### src/rtl/monit_sched_pkg.sv
// Shared types and widths for the hit/busy monitor scheduler.
package monit_sched_pkg;

    typedef enum logic [1:0] {
        ST_IDLE   = 2'd0,
        ST_SETTLE = 2'd1,
        ST_COUNT  = 2'd2,
        ST_UPDATE = 2'd3
    } state_t;

    localparam int SEL_W  = 3;
    localparam int PCNT_W = 16;
    localparam int OCNT_W = 8;

endpackage

### src/rtl/monit_period_timer.sv
// Period timer: counts 0..PERIOD-1 while enabled and flags the two
// positions the scheduler FSM branches on.
module monit_period_timer #(
    parameter int PERIOD = 50_000,
    parameter int SETTLE = 4
) (
    input  logic clk,
    input  logic rst_n,
    input  logic clr,
    input  logic en,
    output logic settle_done,
    output logic period_last
);

    localparam int TW = (PERIOD > 2) ? $clog2(PERIOD) : 2;

    logic [TW-1:0] count_reg;

    always_ff @(posedge clk) begin
        if (!rst_n || clr) begin
            count_reg <= '0;
        end else if (en) begin
            count_reg <= (count_reg == TW'(PERIOD - 1)) ? '0 : count_reg + TW'(1);
        end
    end

    // period_last fires one clock early so the FSM lands in UPDATE on PERIOD-1
    assign settle_done = (count_reg == TW'(SETTLE - 1));
    assign period_last = (count_reg == TW'(PERIOD - 2));

endmodule

### src/rtl/hit_monit_scheduler.sv
// Sequencer for hit/busy counting: periodic update strobe, channel rotation,
// settle blanking and snapshot request/overrun tracking.
module hit_monit_scheduler
    import monit_sched_pkg::*;
#(
    parameter int UPDATE_PERIOD = 50_000,
    parameter int SETTLE_CYCLES = 4,
    parameter int HIT_CH        = 8,
    parameter int BUSY_CH       = 2
) (
    input  logic              clk_in,
    input  logic              rst_in_N,
    input  logic              enable_in,
    input  logic              hit_fix_en_in,
    input  logic [SEL_W-1:0]  hit_monit_fix_sel_in,
    input  logic              busy_fix_en_in,
    input  logic              busy_monit_fix_sel_in,
    input  logic              snap_ack_in,
    output logic              update_end_out,
    output logic [SEL_W-1:0]  hit_monit_sel_out,
    output logic              busy_monit_sel_out,
    output logic              monit_valid_out,
    output logic              snap_req_out,
    output logic              overrun_out,
    output logic [OCNT_W-1:0] overrun_cnt_out,
    output logic [PCNT_W-1:0] period_cnt_out,
    output logic [1:0]        state_out
);

    state_t state_reg, state_next;

    logic settle_done;
    logic period_last;
    logic timer_clr;

    logic [SEL_W-1:0]  hit_sel_reg, hit_sel_next;
    logic              busy_sel_reg, busy_sel_next;
    logic [PCNT_W-1:0] period_cnt_reg;
    logic [OCNT_W-1:0] overrun_cnt_reg;
    logic              update_end_reg;
    logic              monit_valid_reg;
    logic              snap_req_reg;
    logic              overrun_reg;

    logic start_run;
    logic boundary;
    logic enter_update;

    assign timer_clr = (state_reg == ST_IDLE) || !enable_in;

    monit_period_timer #(
        .PERIOD (UPDATE_PERIOD),
        .SETTLE (SETTLE_CYCLES)
    ) u_timer (
        .clk         (clk_in),
        .rst_n       (rst_in_N),
        .clr         (timer_clr),
        .en          (enable_in),
        .settle_done (settle_done),
        .period_last (period_last)
    );

    always_ff @(posedge clk_in) begin
        if (!rst_in_N) begin
            state_reg <= ST_IDLE;
        end else begin
            state_reg <= state_next;
        end
    end

    always_comb begin
        state_next = state_reg;
        if (!enable_in) begin
            state_next = ST_IDLE;
        end else begin
            case (state_reg)
                ST_IDLE:   state_next = ST_SETTLE;
                ST_SETTLE: if (settle_done) state_next = ST_COUNT;
                ST_COUNT:  if (period_last) state_next = ST_UPDATE;
                ST_UPDATE: state_next = ST_SETTLE;
                default:   state_next = ST_IDLE;
            endcase
        end
    end

    assign start_run    = (state_reg == ST_IDLE)   && (state_next == ST_SETTLE);
    assign boundary     = (state_reg == ST_UPDATE) && (state_next == ST_SETTLE);
    assign enter_update = (state_reg != ST_UPDATE) && (state_next == ST_UPDATE);

    // Fix inputs are only looked at when a period starts, never mid-period
    always_comb begin
        hit_sel_next  = hit_sel_reg;
        busy_sel_next = busy_sel_reg;
        if (start_run) begin
            hit_sel_next  = hit_fix_en_in  ? hit_monit_fix_sel_in  : '0;
            busy_sel_next = busy_fix_en_in ? busy_monit_fix_sel_in : 1'b0;
        end else if (boundary) begin
            if (hit_fix_en_in) begin
                hit_sel_next = hit_monit_fix_sel_in;
            end else if (hit_sel_reg == SEL_W'(HIT_CH - 1)) begin
                hit_sel_next = '0;
            end else begin
                hit_sel_next = hit_sel_reg + SEL_W'(1);
            end
            if (busy_fix_en_in) begin
                busy_sel_next = busy_monit_fix_sel_in;
            end else if (busy_sel_reg == 1'(BUSY_CH - 1)) begin
                busy_sel_next = 1'b0;
            end else begin
                busy_sel_next = busy_sel_reg + 1'b1;
            end
        end
    end

    always_ff @(posedge clk_in) begin
        if (!rst_in_N) begin
            update_end_reg  <= 1'b0;
            monit_valid_reg <= 1'b0;
            hit_sel_reg     <= '0;
            busy_sel_reg    <= 1'b0;
            period_cnt_reg  <= '0;
            snap_req_reg    <= 1'b0;
            overrun_reg     <= 1'b0;
            overrun_cnt_reg <= '0;
        end else begin
            update_end_reg  <= (state_next == ST_UPDATE);
            monit_valid_reg <= (state_next == ST_COUNT);
            hit_sel_reg     <= hit_sel_next;
            busy_sel_reg    <= busy_sel_next;
            if (enter_update) begin
                period_cnt_reg <= period_cnt_reg + PCNT_W'(1);
                snap_req_reg   <= 1'b1;
                // A coincident ack retires the old request, so no overrun
                if (snap_req_reg && !snap_ack_in) begin
                    overrun_reg <= 1'b1;
                    if (overrun_cnt_reg != '1) begin
                        overrun_cnt_reg <= overrun_cnt_reg + OCNT_W'(1);
                    end
                end
            end else if (snap_req_reg && snap_ack_in) begin
                snap_req_reg <= 1'b0;
            end
        end
    end

    assign update_end_out     = update_end_reg;
    assign monit_valid_out    = monit_valid_reg;
    assign hit_monit_sel_out  = hit_sel_reg;
    assign busy_monit_sel_out = busy_sel_reg;
    assign period_cnt_out     = period_cnt_reg;
    assign snap_req_out       = snap_req_reg;
    assign overrun_out        = overrun_reg;
    assign overrun_cnt_out    = overrun_cnt_reg;
    assign state_out          = state_reg;

endmodule

### config.mk
export PLATFORM = sky130hd
export DESIGN_NAME = hit_monit_scheduler
export DESIGN_NICKNAME = d
export VERILOG_FILES = /design/src/rtl/monit_sched_pkg.sv /design/src/rtl/monit_period_timer.sv /design/src/rtl/hit_monit_scheduler.sv
export SDC_FILE = /design/constraint.sdc
export NUM_CORES = 1
export LEC_CHECK = 0
export CORE_ASPECT_RATIO = 1.2
export CORE_MARGIN = 8
export CORE_UTILIZATION = 29
export DETAILED_ROUTE_END_ITERATION = 16
export GPL_ROUTABILITY_DRIVEN = 0
export PLACE_DENSITY = 0.57
export SLEW_MARGIN = 5
export SYNTH_ARGS = -nofsm -noshare
export SYNTH_HDL_FRONTEND = slang
export SYNTH_SLANG_ARGS = --single-unit
### constraint.sdc
create_clock -name clk_in -period 4.9 [get_ports clk_in]
set_input_delay 0.98 -clock clk_in [delete_from_list [all_inputs] [get_ports clk_in]]
set_output_delay 0.98 -clock clk_in [all_outputs]
set_load 0.02 [all_outputs]
==> results of run 1 <==
-- synth_stat cells (3+ instances only) --
cell      instances
nand3_1          19
nand4_1           9
o21ai_0          14
dfxtp_1          50
xnor2_1           6
nor4_1            4
and3_1            6
or4_1             9
nand2_1          16
or3_1             9
nor2_1           28
inv_1            13
o221a_2           3
a21oi_1          19
ha_1             11
nor3_1            4
clkbuf_1          8
a22o_1            3
xor2_1           10
o31ai_1          12
-- metal layers --
layer	part of all wire (%)	up-vias
li1	-	1117
met4	0.81	0
met1	45	1032
met5	0	-
met2	49	41
met3	4.7	5
-- power by group --
group | total (mW) | internal [mW] | switching (mW) | leakage [nW]
Sequential | 0.423 | 0.414 | 0.00876 | 0.404
Combinational | 0.0926 | 0.0398 | 0.0528 | 0.559
Clock | 0.297 | 0.153 | 0.143 | 0.0585
Total | 0.812 | 0.607 | 0.205 | 1.02
-- logic make-up (layout without fill, tap and decap cells) --
logic type	Yosys count	in the layout
and+or+nand+nor	113	113
buffers and inverters	23	64
xor gates and xnor gates	16	16
AOI/OAI and AO/OA	68	68
DFF	50	50
adders and majority gates	11	11
-- area by class of cell --
type,instances,area (um^2)
clock buffer,5,68.8
multi-input combinational,208,1370
sequential,50,1000
clock inverter,3,43.8
tap,117,146
inverter,13,48.8
timing repair buffer,43,430
fill,905,5320
-- worst max-delay path, cell delays in order --
cell	delay [ps]
clkdlybuf4s50_1	590
inv_1	120
o22ai_2	330
nand3_4	400
or4_1	620
a21oi_1	140
-- worst min-delay path by stage --
stage,end,slack [ps],cells after the start
floorplan,u_timer.count_reg[0],430,1
global placement,u_timer.count_reg[0],460,1
detailed placement,u_timer.count_reg[0],460,1
CTS,overrun_out,480,2
global route,u_timer.count_reg[0],500,1
finish,u_timer.count_reg[0],480,1
==> flow_summary.yaml, run 1 <==
yosys:
  syn-num-nets: 302
  ys_ff_latch: 50
  synth_seq_area_share_pct: 40.6
  synthAdderAreaFrac_pct: 5.58
  yosysWarnings: 0
  async_reset_ff_share_pct: 0
  synth_edf_count: 0
  synthTopCellsByArea: "dfxtp_1 (41%), ha_1 (5.6%), nor2_1 (4.3%)"
  yosys.area.top_type: "dfxtp_1"
  synth_top_area_share_pct: 40.6
  synthMuxAreaShare_pct: 0
  synth_compound_area_share_pct: 19.3
  synth_ff_type: "dfxtp_1"
  synth-xor-area-share_pct: 5.68
  synth_area_um2: 2470
  synth_simple_gate_area_share_pct: 25.1
  synth_top_family_by_area: "simple AND/OR/NAND/NOR gates"
  avgSynthCellArea_um2: 8.78
  synthCells: 281
  synth_cell_types: 43
detailed_routing:
  drc_errors: 0
  routed_wl_mm: 5.95
  ant_nets: 0
  wire_per_inst_um: 13.6
  routed_via_density: 5.00
  route.vias.total: 2195
  drtIter0Drc: 82
  drtPass1Iterations: 4
sta:
  post-route-period-util_pct: 60.2
  slew_headroom_pct: 18.6
  holdWs_ps: 476
  hold_viol: 0
  fin_ws_ps: 1950
  worst_pin_slew_ps: 1220
  slew_viol_final: 0
  grt_setup_unrepaired: "no"
  fin_setup_tns_ps: 0
  fmax_mhz: 339
  clock_skew_ps: 11.9
  layout_min_cycle_time_ps: 2950
  setup_viol: 0
final_layout:
  final_common_cell: "dfxtp_1"
  n_antenna_cell: 0
  instances_no_fill: 439
  finalInstanceArea_um2: 3110
  layout-drive-gt1-share_pct: 5.28
  finish.utilization_pct: 36.9
  final_cell_mix: "dfxtp_1 (50), clkdlybuf4s50_1 (43), nor2_1 (28), nand3_1 (19), a21oi_1 (19)"
  area_delta_synth_final_pct: 26.1
  nets: 342
cts:
  cts_hold_buf: 0
  post_cts_resized: 0
  numCtsBuffers: 5
  clkTransAtPathRegs_ps: 100
  clock_sinks: 50
  postCtsSetupBuffers: 0
  cts_tree: "done"
  cts_max_level: 2
  clk_latency_ps: 310
  cts_buffer_depth: 2
  cts-root-buf: "clkbuf_8"
power:
  finalPower_mw: 0.812
  powerDensity_nw_per_um2: 261
  max-vdd-ir-drop_uv: 139
  total_leakage_power_nw: 1.02
critical_path:
  startpoint_type: "input pin"
  rrSetupSlack_ps: 2400
  crit_path_start: "enable_in"
  path_class: "in -> reg"
  cp-endpoint: "period_cnt_out[13]"
  endpoint_kind: "flip-flop"
  cp.required_ps: 5140
  r2r_start: "u_timer.count_reg[0]"
  critPathMaxFanout: 43
  cp.arrival_ps: 3190
  r2r-end: "period_cnt_out[13]"
  r2r_cells: 7
placed_design:
  dpl_cell_area_um2: 3000
  place_ws_ps: 1630
  hpwlAfterDp_mm: 4.35
  dp_cells: 431
  io_buffers: 43
floorplan:
  die_x_um: 100
  rows: 37
  dieArea_um2: 11700
  die_h_um: 117
  start_util_pct: 29.3
  pin_count: 44
  core-area_um2: 8430
status:
  status: "complete, no violations"
grt:
  gr-usage-met1_pct: 11.5
  use_met2_pct: 19.5
  top_usage_layer: "met2"
  grtUsageMet3_pct: 3.20
  track_usage_pct: 10.5
  antenna_found_initial: 0
  grt_pass1_vias: 2159
  grt_start_max_net_pins: 44
  grt_overflow: 0
  grt_pass1_wl_mm: 10.2
min_path:
  hold_path.class: "reg -> reg"
  min_from: "u_timer.count_reg[0]"
job:
  drv_cap: 0
Power figures use the tool's default switching activity.
==> run 2, diff against run 1 <==
- clock period: 4.9 -> 3 ns (I/O delays scaled with it)
==> run 2 against run 1 <==
  * First-iteration DRC count decreased by 16%
  * Flip-flop and latch count unchanged
  * Critical path type is now reg -> reg
  * Cell count increased by 1.6%
  * Combinational power increased by 76%
  * Non-clock buffer count increased by 7
  * Critical endpoint is now overrun_cnt_out[2]
  * Utilization increased by 0.62 points
  * Wire length increased by 3.3%
  * Via count increased by 2.2%
  * Register-to-register slack got worse by 1900 ps
  * Clock power increased by 62%
  * Setup slack got worse by 1400 ps
  * Sequential power increased by 63%
==> flow_summary.yaml, run 2 (same netlist as run 1, synthesis figures left out) <==
sta:
  slew_headroom_pct: 54.2
  worst_pin_slew_ps: 685
  hold_viol: 0
  layout_min_cycle_time_ps: 2490
  setup_viol: 0
  holdWs_ps: 478
  grt_setup_unrepaired: "no"
  fin_ws_ps: 507
  fmax_mhz: 401
  post-route-period-util_pct: 83.1
  slew_viol_final: 0
  clock_skew_ps: 9.29
  fin_setup_tns_ps: 0
final_layout:
  nets: 349
  ff_latch_area_um2: 1000
  n_fill_cell: 884
  final_common_cell: "dfxtp_1"
  n_antenna_cell: 0
  area_delta_synth_final_pct: 28.2
  finalInstanceArea_um2: 3160
  multi_input_area_um2: 1370
  layout-drive-gt1-share_pct: 7.29
  final_cell_mix: "dfxtp_1 (50), clkdlybuf4s50_1 (43), nor2_1 (28), nand3_1 (19), a21oi_1 (19)"
grt:
  grt_start_max_net_pins: 39
  grt_pass1_wl_mm: 10.5
  track_usage_pct: 10.9
  grt_pass1_vias: 2161
  antenna_found_initial: 0
  grt_overflow: 0
power:
  total_leakage_power_nw: 1.05
  powerDensity_nw_per_um2: 422
  max-vdd-ir-drop_uv: 228
  finalPower_mw: 1.33
placed_design:
  io_buffers: 43
  dpl_cell_area_um2: 3050
  place_ws_ps: 259
  hpwlAfterDp_mm: 4.51
critical_path:
  startpoint_type: "flip-flop"
  path_class: "reg -> reg"
  endpoint_kind: "flip-flop"
  critPathSlowestCell: "dfxtp_1"
  critPathMaxFanout: 38
  cpPeakStageDelay_ps: 390
  cp.required_ps: 3170
  crit_chain: "ha_1 > nor4b_1 > and4_4 > o21a_4 > nand3_4 > buf_4 > o311ai_0 > o41ai_1"
  cp.arrival_ps: 2670
cts:
  post_cts_resized: 0
  cts_max_level: 2
  numCtsBuffers: 5
  cts_buffer_depth: 2
  cts_tree: "done"
  cts-root-buf: "clkbuf_8"
  cts_hold_buf: 0
  clock_sinks: 50
  postCtsSetupBuffers: 0
  clk_latency_ps: 310
  clkTransAtPathRegs_ps: 90
status:
  status: "complete, no violations"
floorplan:
  die_x_um: 100
  dieArea_um2: 11700
  start_util_pct: 29.3
  die_h_um: 117
  core-area_um2: 8430
  rows: 37
  pin_count: 44
detailed_routing:
  ant_nets: 0
  drc_errors: 0
  drtPass1Iterations: 4
  routed_via_density: 5.03
  routed_wl_mm: 6.15
  wire_per_inst_um: 13.8
  drtIter0Drc: 69
  route.vias.total: 2243
min_path:
  hold_path.class: "reg -> reg"
job:
  drv_cap: 0
-- run 2: cell count changes in the layout (fill, tap and decap cells not counted), sizes merged --
cell / delta
buf: +7
-- run 2: stage by stage --
step	instances	utilization (%)
after floorplan	281	-
after detailed placement	438	36.2
final	446	37.5
after global placement	438	36.2
after global routing	446	37.5
after CTS	446	37.5
-- run 2: final cells by class --
class | instances | share of cell area [%]
Sequential cell | 50 | 31.6
Tap cell | 117 | 4.63
Timing Repair Buffer | 50 | 15.3
Clock buffer | 5 | 2.18
Inverter | 13 | 1.54
Multi-Input combinational cell | 208 | 43.4
Clock inverter | 3 | 1.38
-- run 2: path summary, 6_finish.rpt --
kind              depth (start not counted)                 end  slack (ps)            startpoint
setup / recovery                          8  overrun_cnt_out[2]         510  u_timer.count_reg[0]
hold / removal                            2         overrun_out         480           overrun_out
setup reg to reg                          8  overrun_cnt_out[2]         510  u_timer.count_reg[0]
hold reg to reg                           2         overrun_out         480           overrun_out
-- run 2: power by group --
| group | internal [mW] | switching (mW) | total (mW) | leakage, nW |
|---|---|---|---|---|
| Clock | 0.250 | 0.230 | 0.480 | 0.0585 |
| Combinational | 0.0722 | 0.0911 | 0.163 | 0.591 |
| Sequential | 0.676 | 0.0149 | 0.691 | 0.404 |
-- run 2: layer usage --
layer  track usage (%)  vias up  wire length [um]
met5                 0        -                 0
met3              3.08        8               289
met4              3.64        0                76
met1              12.9     1057              2860
li1                  -     1133                 -
met2              18.7       45              2920
-- run 2: critical path, delay by kind of cell, from the launching register on --
| kind | cells | cell delay, ps |
|---|---|---|
| AOI/OAI and AO/OA | 3 | 580 |
| adders and majority gates | 1 | 230 |
| buffers and inverters | 1 | 280 |
| DFF | 1 | 390 |
| and+or+nand+nor | 3 | 870 |
==> run 3, diff against run 2 <==
- clock period: 3 -> 2.4 ns (I/O delays scaled with it)
==> run 3 against run 2 <==
  * Flip-flop and latch count did not move
  * Global-route usage fell by 0.25 points
  * Critical path depth did not move
  * Hold slack got worse by 3.9 ps
  * Die area did not move
  * First-iteration DRC count fell by 25%
  * Setup slack got worse by 260 ps
  * Utilization rose by 1.6 points
  * Sequential share of layout area fell by 1.3 points
  * Design area rose by 4.2%
==> flow_summary.yaml, run 3 (same netlist as run 1, synthesis figures left out) <==
sta:
  holdWs_ps: 474
  grt_setup_unrepaired: "no"
  worst_pin_slew_ps: 531
  clock_skew_ps: 8.98
  slew_viol_final: 0
  fin_ws_ps: 246
  layout_min_cycle_time_ps: 2150
  setup_viol: 0
  slew_headroom_pct: 64.6
  post-route-period-util_pct: 89.8
  fin_setup_tns_ps: 0
  hold_viol: 0
  fmax_mhz: 464
cts:
  cts-root-buf: "clkbuf_8"
  post_cts_resized: 0
  clk_latency_ps: 300
  cts_max_level: 2
  numCtsBuffers: 5
  clock_sinks: 50
  cts_hold_buf: 0
  cts_tree: "done"
  clkTransAtPathRegs_ps: 90
  postCtsSetupBuffers: 0
  cts_buffer_depth: 2
grt:
  grt_pass1_vias: 2174
  grt_overflow: 0
  antenna_found_initial: 0
  grt_pass1_wl_mm: 10.2
  track_usage_pct: 10.7
  grt_start_max_net_pins: 26
detailed_routing:
  drtIter0Drc: 52
  drc_errors: 0
  routed_via_density: 4.96
  wire_per_inst_um: 13.4
  ant_nets: 0
  drtPass1Iterations: 4
  routed_wl_mm: 6.19
  route.vias.total: 2293
power:
  max-vdd-ir-drop_uv: 191
  powerDensity_nw_per_um2: 514
  total_leakage_power_nw: 1.12
floorplan:
  die_h_um: 117
  dieArea_um2: 11700
  start_util_pct: 29.3
  core-area_um2: 8430
  pin_count: 44
  rows: 37
  die_x_um: 100
critical_path:
  cp-endpoint: "hit_monit_sel_out[2]"
  endpoint_kind: "flip-flop"
  cp.required_ps: 2650
  cpPeakStageDelay_ps: 520
  crit_chain: "clkdlybuf4s50_1 > buf_4 > inv_1 > o22ai_2 > buf_4 > o211ai_1 > nor2_1 > o221a_2"
  cp.arrival_ps: 2410
  r2r-end: "overrun_cnt_out[2]"
  cpMostUsedCell: "buf_4"
  r2r_cells: 7
  rrSetupSlack_ps: 260
  crit_path_start: "enable_in"
  critical_path.top_delay_family: "buffers and inverters"
  critPathMaxFanout: 5
  startpoint_type: "input pin"
  path_class: "in -> reg"
  worst-path-stages: 8
  r2r_start: "u_timer.count_reg[10]"
  path_buf_inv: 4
  critPathSlowestCell: "clkdlybuf4s50_1"
final_layout:
  final_common_cell: "dfxtp_1"
  layout-drive-gt1-share_pct: 12.2
  nets: 365
  area_delta_synth_final_pct: 33.6
  instances_no_fill: 462
  n_fill_cell: 878
  final_cell_mix: "dfxtp_1 (50), clkdlybuf4s50_1 (43), nor2_1 (28), buf_4 (22)"
  n_antenna_cell: 0
  finish.utilization_pct: 39.1
placed_design:
  hpwlAfterDp_mm: 4.62
  place_ws_ps: -130
  dp_cells: 453
  io_buffers: 43
status:
  status: "complete, no violations"
job:
  drv_cap: 0
min_path:
  hold_path.class: "reg -> reg"
==> run 3: cell count changes in the layout (fill, tap and decap cells not counted), sizes merged <==
cell	previous run	this run
buf	7	22
nand3	20	21
inv	14	13
clkinv	1	0
clkinvlp	0	2
==> run 3: how the worst min path moves through the flow <==
| stage | startpoint | to | slack, ps | cells after the start |
|---|---|---|---|---|
| 2_1_floorplan | u_timer.count_reg[0] | u_timer.count_reg[0] | 430 | 1 |
| 3_3_place_gp | overrun_out | overrun_out | 460 | 2 |
| 3_5_place_dp | overrun_out | overrun_out | 460 | 2 |
| 4_1_cts | overrun_out | overrun_out | 480 | 2 |
| 5_1_grt | period_cnt_out[15] | period_cnt_out[15] | 500 | 2 |
| 6_report | overrun_out | overrun_out | 470 | 2 |
==> run 3: where the power goes <==
part | internal [mW] | switching (mW)
combinational | 0.111 | 0.121
sequential | 0.845 | 0.0157
clock | 0.310 | 0.290
total | 1.27 | 0.427
==> run 3: worst register-to-register path: cells and delay by family (launching register included) <==
kind	cells	cell delay, ps
buffers and inverters	1	210
DFF	1	380
and+or+nand+nor	3	730
AOI/OAI and AO/OA	3	700
==> run 3: per-stage QoR <==
step | total power, mW | cell area [um^2]
3_3_place_gp | 1.11 | 3160
2_1_floorplan | 0.998 | 2470
3_5_place_dp | 1.11 | 3160
4_1_cts | 1.71 | 3280
5_1_grt | 1.77 | 3300
6_report | 1.69 | 3300
==> run 3: final cells by class <==
type,count,area [um^2],area share (%)
Clock inverter,3,45.0,1.37
Clock buffer,5,68.8,2.09
Timing Repair Buffer,65,596,18.1
Multi-Input combinational cell,209,1390,42.2
Inverter,13,48.8,1.48
Sequential cell,50,1000,30.4
Tap cell,117,146,4.44
==> run 3: layer usage <==
metal	part of all wire, %	wire length (um)	vias to the layer above	global-route usage [%]
met4	1.3	78	0	3.64
met1	45	2800	1079	11.7
met5	0	0	-	0
met3	4.3	267	5	2.84
li1	-	-	1170	-
met2	49	3050	39	19.5
